`src/rtl/lab4_pkg.sv`:
```
// Shared definitions for the lab4 serial path: FSM state width and encodings.
package lab4_pkg;

    localparam int unsigned StateW = 3;

    typedef enum logic [StateW-1:0] {
        StIdle   = 3'd0,
        StStart  = 3'd1,
        StData   = 3'd2,
        StParity = 3'd3,
        StStop   = 3'd4
    } state_e;

endpackage

```
`src/rtl/serial_frame_tx.sv`:
```
// Serial frame transmitter: start bit (1), data MSB-first, even parity, stop bit (0).
// Idle line level is 0; all outputs decode from registered state only.
module serial_frame_tx
    import lab4_pkg::*;
#(
    parameter int unsigned WIDTH = 8
) (
    input  logic              clk,
    input  logic              rst_n,
    input  logic              valid,
    input  logic [WIDTH-1:0]  data,
    output logic              ready,
    output logic              out,
    output logic              busy,
    output logic              done,
    output logic [StateW-1:0] state
);

    localparam int unsigned CntW = $clog2(WIDTH + 1);
    localparam logic [CntW-1:0] CntLast = CntW'(WIDTH - 1);

    state_e           state_q, state_d;
    logic [WIDTH-1:0] shreg_q, shreg_d;
    logic             par_q, par_d;
    logic [CntW-1:0]  cnt_q, cnt_d;

    always_ff @(posedge clk) begin
        if (!rst_n) begin
            state_q <= StIdle;
            shreg_q <= '0;
            par_q   <= 1'b0;
            cnt_q   <= '0;
        end else begin
            state_q <= state_d;
            shreg_q <= shreg_d;
            par_q   <= par_d;
            cnt_q   <= cnt_d;
        end
    end

    always_comb begin
        state_d = state_q;
        shreg_d = shreg_q;
        par_d   = par_q;
        cnt_d   = cnt_q;
        out     = 1'b0;
        ready   = 1'b0;
        busy    = 1'b1;
        done    = 1'b0;
        case (state_q)
            StIdle: begin
                ready = 1'b1;
                busy  = 1'b0;
                if (valid) begin
                    shreg_d = data;
                    par_d   = ^data;
                    state_d = StStart;
                end
            end
            StStart: begin
                out     = 1'b1;
                cnt_d   = '0;
                state_d = StData;
            end
            StData: begin
                out     = shreg_q[WIDTH-1];
                shreg_d = {shreg_q[WIDTH-2:0], 1'b0};
                cnt_d   = cnt_q + CntW'(1);
                if (cnt_q == CntLast) begin
                    state_d = StParity;
                end
            end
            StParity: begin
                out     = par_q;
                state_d = StStop;
            end
            StStop: begin
                done    = 1'b1;
                state_d = StIdle;
            end
            // Unused codes recover to idle on the next clock.
            default: begin
                state_d = StIdle;
            end
        endcase
    end

    assign state = state_q;

endmodule

```
`config.mk`:
```
export PLATFORM = sky130hd
export DESIGN_NAME = serial_frame_tx
export DESIGN_NICKNAME = d
export VERILOG_FILES = /design/src/rtl/lab4_pkg.sv /design/src/rtl/serial_frame_tx.sv
export SDC_FILE = /design/constraint.sdc
export NUM_CORES = 1
export LEC_CHECK = 0
export BUFFER_PORTS_ARGS = -buffer_cell sky130_fd_sc_hd__buf_2
export CAP_MARGIN = 20
export CORE_MARGIN = 4
export CORE_UTILIZATION = 50
export CTS_CLUSTER_SIZE = 28
export DETAILED_ROUTE_END_ITERATION = 7
export PLACE_DENSITY = 0.7
export SLEW_MARGIN = 0
export SYNTH_ARGS = -nofsm -noshare
export SYNTH_HDL_FRONTEND = slang
export SYNTH_SLANG_ARGS = --single-unit
```
`constraint.sdc`:
```
create_clock -name clk -period 1.79 [get_ports clk]
set_clock_uncertainty 0.05 [all_clocks]
set_input_delay 0.2685 -clock clk [delete_from_list [all_inputs] [get_ports clk]]
set_output_delay 0.2685 -clock clk [all_outputs]
set_load 0.01 [all_outputs]
```
Yosys cells after proc, flatten, opt, wreduce, memory -nomap -nowiden

Cells that the tools add are included.

RAM bits: 0
Memory bits (read-only): 0
Memories kept: 0
Input bits: 11
Latch bits: 0
Register bits after elaboration: 16

Divide/modulo/power cells: 0
Eq/ne operators: 7
Multipliers: 0
Magnitude comparators: 0
Shifts and indexed selects: 0
Add/subtract/negate cells: 1
Mux-type cells: 10
Bitwise operators: 0
Reduce and logical (&&, ||, !) cells: 7

Operator list:

| kind                                                | number |
|---|---|
| case mux 8 bit (2 select lines)                     | 1 |
| case mux 3 bit (4 select lines)                     | 1 |
| 2-to-1 mux 8 bit                                    | 1 |
| case mux 4 bit (2 select lines)                     | 1 |
| XOR reduction 8 bit                                 | 1 |
| equality test 3 x 2 -> 1 bit, second input constant | 2 |
| 2-to-1 mux 3 bit                                    | 2 |
| AND reduction 2 bit                                 | 3 |
| adder 4 x 1 -> 4 bit, second input constant         | 1 |
| equality test 4 x 3 -> 1 bit, second input constant | 1 |
| inequality test 2 bit, second input constant        | 2 |
| nonzero test 2 bit                                  | 2 |
| equality test 3 x 1 -> 1 bit, second input constant | 1 |
| equality test 3 bit, second input constant          | 1 |
| zero test 3 bit                                     | 1 |
| 2-to-1 mux 1 bit                                    | 3 |
| case mux 1 bit (3 select lines)                     | 1 |

Longest topological paths before layout

Word-level depth: 3
Mapped depth: 5
Depth with buffers taken out: 5

Least setup slack after synthesis

OpenSTA, ideal clock, no wires.

Path kind: register to output
Start: register state_q[1] (netlist: state[1])
End: output out
Cell stages (with the launch flop): 5
Required time: 1471 ps
Path buffers: 2
Data arrival time: 1076 ps
Path slack: 396 ps
Cell sequence: dfxtp_1 -> buf_4 -> buf_4 -> nand3b_1 -> a21oi_1

Longest elaborated chain between the ends: 2

Ends and longest elaborated chain:

| item                                                                         | RTL line              | text |
|---|---|---|
| start, declared                                                              | serial_frame_tx.sv:22 | `state_e state_q, state_d;` |
| start signal, assigned                                                       | serial_frame_tx.sv:29 | `state_q <= StIdle;` |
| start signal, assigned                                                       | serial_frame_tx.sv:34 | `state_q <= state_d;` |
| equality test 3 x 2 -> 1 bit or equality test 3 x 1 -> 1 bit (tied branches) | serial_frame_tx.sv:50 | `case (state_q)` |
| case mux 1 bit (3 select lines) (*)                                          | serial_frame_tx.sv:50 |  |
| end, declared                                                                | serial_frame_tx.sv:13 | `output logic out,` |

Mark *: on every way between the ends. The rest lies on a longest branch, timed or not.

Worst setup path after layout

Start: register state_q[2] (netlist: state[2])
End: output done

Longest elaborated chain between the ends: 2

Ends and longest elaborated chain:

| item                | RTL line              | text |
|---|---|---|
| equality test 3 bit | serial_frame_tx.sv:50 |  |
| 2-to-1 mux 1 bit    | serial_frame_tx.sv:50 |  |
| end, declared       | serial_frame_tx.sv:15 | `output logic done,` |

Every way passes these cells.

==> flow_results.xml <==
<?xml version="1.0" encoding="UTF-8"?>
<metrics>
  <group name="sta">
    <metric name="worst_hold_slack" unit="ps">220.4</metric>
    <metric name="rsz0062_at_grt" unit="">false</metric>
    <metric name="period_needed" unit="ps">1649</metric>
    <metric name="finalSetupTns" unit="ps">0</metric>
    <metric name="worst_pin_slew" unit="ps">516.1</metric>
    <metric name="max_freq" unit="MHz">606.4</metric>
    <metric name="max-slew-margin-rel" unit="%">65.54</metric>
    <metric name="hold_viol_final" unit="">0</metric>
    <metric name="slew_viol_final" unit="">0</metric>
    <metric name="post-route-period-util" unit="%">92.13</metric>
    <metric name="finalSetupViolCount" unit="">0</metric>
  </group>
  <group name="run_status">
    <metric name="status" unit="">complete, no violations</metric>
  </group>
  <group name="floorplanning">
    <metric name="die_x" unit="um">50.83</metric>
    <metric name="core_region_area" unit="um^2">1727</metric>
    <metric name="die_area" unit="um^2">2584</metric>
    <metric name="floorplan.initialDensity" unit="%">53.12</metric>
    <metric name="floorplan.rows" unit="">15</metric>
    <metric name="io_pins" unit="">18</metric>
    <metric name="dieHeight" unit="um">50.83</metric>
  </group>
  <group name="routing">
    <metric name="routed_wirelength" unit="um">1778</metric>
    <metric name="drt-wirelength-per-cell" unit="um">12.98</metric>
    <metric name="drt.antenna.violating_nets" unit="">0</metric>
    <metric name="drtPass1Iterations" unit="">4</metric>
    <metric name="routed_via_density" unit="">5.431</metric>
    <metric name="dr_total_vias" unit="">744</metric>
    <metric name="drcViolationCount" unit="">0</metric>
    <metric name="detailedRoute.firstIterationViolations" unit="">19</metric>
  </group>
  <group name="hold_path">
    <metric name="holdPathStages" unit="">3</metric>
    <metric name="worst_hold_path_type" unit="">in2reg</metric>
  </group>
  <group name="global_routing">
    <metric name="initial_antenna_violation_count" unit="">0</metric>
    <metric name="congestion_overflow_gr" unit="">0</metric>
    <metric name="grt_first_pass_wirelength" unit="um">3084</metric>
    <metric name="grtUsageTotal" unit="%">15.58</metric>
    <metric name="grt_start_max_net_pins" unit="">18</metric>
    <metric name="grt_pass1_vias" unit="">697</metric>
  </group>
  <group name="clocking">
    <metric name="worst_setup_hold_path_clk_slew" unit="ps">100</metric>
    <metric name="cts_buffers" unit="">3</metric>
    <metric name="worst_skew_pair.late_latency" unit="ps">290</metric>
    <metric name="clockBufferDepth" unit="">2</metric>
    <metric name="cts_setup_buffers" unit="">0</metric>
    <metric name="cts_root_buffer" unit="">clkbuf_4</metric>
    <metric name="clock_sink_count" unit="">16</metric>
    <metric name="cts_tree" unit="">done</metric>
    <metric name="cts_htree_levels" unit="">1</metric>
  </group>
  <group name="placed_design">
    <metric name="numPortBuffers" unit="">17</metric>
    <metric name="final_hpwl_dp" unit="um">1287</metric>
    <metric name="post-place-cells" unit="">133</metric>
    <metric name="routabilityCongestion" unit="">0.8181</metric>
  </group>
  <group name="final_layout">
    <metric name="num_antenna_cells" unit="">0</metric>
    <metric name="final_layout_size_suffix_gt1_share" unit="%">28.57</metric>
    <metric name="commonest_cells_after_routing_fill_and_taps_aside" unit="">buf_2 (17), dfxtp_1 (14), xnor2_1 (8), mux2i_1 (8)</metric>
    <metric name="mostFrequentLayoutCell" unit="">buf_2</metric>
    <metric name="fin_nets" unit="">125</metric>
    <metric name="final_util" unit="%">59.93</metric>
    <metric name="area.growth.synth_to_final" unit="%">12.82</metric>
    <metric name="final-instance-count-excl-fill" unit="">137</metric>
  </group>
  <group name="worst_setup_path">
    <metric name="cp_max_fo" unit="">12</metric>
    <metric name="slowest_stage" unit="">dfxtp_1</metric>
    <metric name="worstPathArrival" unit="ps">1330</metric>
    <metric name="timing.critical_path.from_type" unit="">register</metric>
    <metric name="timing.critical_path.cells" unit="">nor3b_1 &gt; buf_2</metric>
    <metric name="critical_path_required" unit="ps">1470</metric>
    <metric name="worst-path-stages" unit="">2</metric>
    <metric name="crit_family" unit="">flip-flops</metric>
    <metric name="worst_setup_path_end_kind" unit="">output pin</metric>
    <metric name="worstSetupPathType" unit="">reg2out</metric>
    <metric name="crit_buf_inv" unit="">1</metric>
    <metric name="slowest_delay" unit="ps">660</metric>
    <metric name="reg2regPathDepth" unit="">4</metric>
  </group>
  <group name="power_and_ir_drop">
    <metric name="power.density" unit="nW/um^2">834.9</metric>
    <metric name="power.leakage" unit="nW">0.4798</metric>
    <metric name="peakVddDrop" unit="mV">0.3816</metric>
  </group>
  <group name="yosys">
    <metric name="synth_cell_type_count" unit="">34</metric>
    <metric name="syn_nets" unit="">108</metric>
    <metric name="synth.avg_cell_area" unit="um^2">9.553</metric>
    <metric name="yosys_warnings" unit="">0</metric>
    <metric name="ys_ff_latch" unit="">16</metric>
    <metric name="cell_area_synth" unit="um^2">917.1</metric>
    <metric name="synthesized_instance_count" unit="">96</metric>
    <metric name="synth-seq-area-share" unit="%">34.92</metric>
  </group>
  <group name="job">
    <metric name="max_cap_violations" unit="">0</metric>
  </group>
</metrics>
[metrics by stage]
step | power, mW | setup slack (ps) | cell area (um^2)
floorplan | 0.5794 | 395.7 | 917.1
detailed placement | 0.6266 | 308.3 | 992.2
CTS | 0.8761 | 5.558 | 1030
global placement | 0.6200 | 344.9 | 992.2
finish | 0.8639 | 140.8 | 1035
global route | 0.9202 | 60.91 | 1035
[flip-flops by register name, summed over array words and instances, names as in the netlist]
| register | count |
|---|---|
| shreg_q | 8 |
| cnt_q | 4 |
| par_q | 1 |
| state | 3 |
[cell type report]
class	count	area (um^2)
tap	25	31.28
fill	152	691.9
timing repair buffer	18	96.34
multi-input combinational	69	529.3
sequential	16	322.8
clock buffer	4	36.28
inverter	5	18.77
[tightest hold or removal path: cells and delay by family]
family / cells / cell delay, ps
AND/OR/NAND/NOR: 1 / 100
buffers and inverters: 1 / 100
AO/OA/AOI/OAI: 1 / 60
[timing repair]
action	4_1_cts	5_1_grt
setup endpoints to repair	1	1
gates resized for setup	1	3
hold buffers	0	0
[path summary, 6_finish.rpt]
kind                                              start                       to  slack, ps
worst min-delay path                            data[0]  shreg_q[0]$_SDFFE_PN0P_        220
worst min register to register  shreg_q[2]$_SDFFE_PN0P_  shreg_q[2]$_SDFFE_PN0P_        460
worst max register to register    state[2]$_SDFFE_PN0P_  shreg_q[4]$_SDFFE_PN0P_        330
worst max-delay path              state[2]$_SDFFE_PN0P_                     done        140
[Yosys cell counts]
library cell  count  area (um^2)
a21boi_4          1        18.77
nor3_4            1        16.27
nand4b_1          1        8.760
dfxtp_1          16        320.3
nor3b_1           1        7.510
buf_4             3        22.52
mux2i_1           8        80.08
clkinv_1          1        3.750
a21oi_1           4        20.02
nor3b_2           1        12.51
o211a_1           7        70.07
xnor2_1           8        70.07
nor4_1            1        6.260
o22ai_1           2        12.51
buf_6             2        22.52
o21ai_0           2        10.01
ha_1              1        12.51
a41oi_1           1        8.760
o21ai_1           6        30.03
and3_1            2        12.51
and2_2            1        7.510
a22oi_1           2        15.01
nand3_1           1        5.000
a21oi_2           1        8.760
nand3b_1          1        7.510
a21boi_1          1        7.510
nor2b_1           1        6.260
nor2b_2           1        8.760
nand2_1           7        26.28
nor2_2            1        6.260
and2_1            4        25.02
nor4b_1           1        8.760
clkbuf_1          1        3.750
inv_1             4        15.01
[cell families after synthesis]
group | count (synthesis) | synth area share, %
AOI/OAI and AO/OA | 27 | 21.97
xor gates and xnor gates | 8 | 7.640
adders and majority gates | 1 | 1.364
buffers and inverters | 11 | 7.365
DFF | 16 | 34.93
muxes | 8 | 8.732
and+or+nand+nor | 25 | 18.01
[power breakdown]
| group | internal, mW | total, mW | leakage (nW) | switching, mW |
|---|---|---|---|---|
| Combinational | 0.100 | 0.204 | 0.327 | 0.104 |
| Sequential | 0.388 | 0.418 | 0.132 | 0.0296 |
| Clock | 0.124 | 0.242 | 0.0210 | 0.118 |
| Total | 0.612 | 0.864 | 0.480 | 0.252 |
[metal layers]
metal  GRT usage (%)  vias to the layer above  part of all wire [%]
met2           25.22                       18                    50
met1           20.22                      351                    46
li1                -                      373                     -
met5               0                        -                     0
met4           6.726                        0                  0.79
met3           2.915                        2                   3.9
Note: power is estimated with default switching activity, not from simulation.
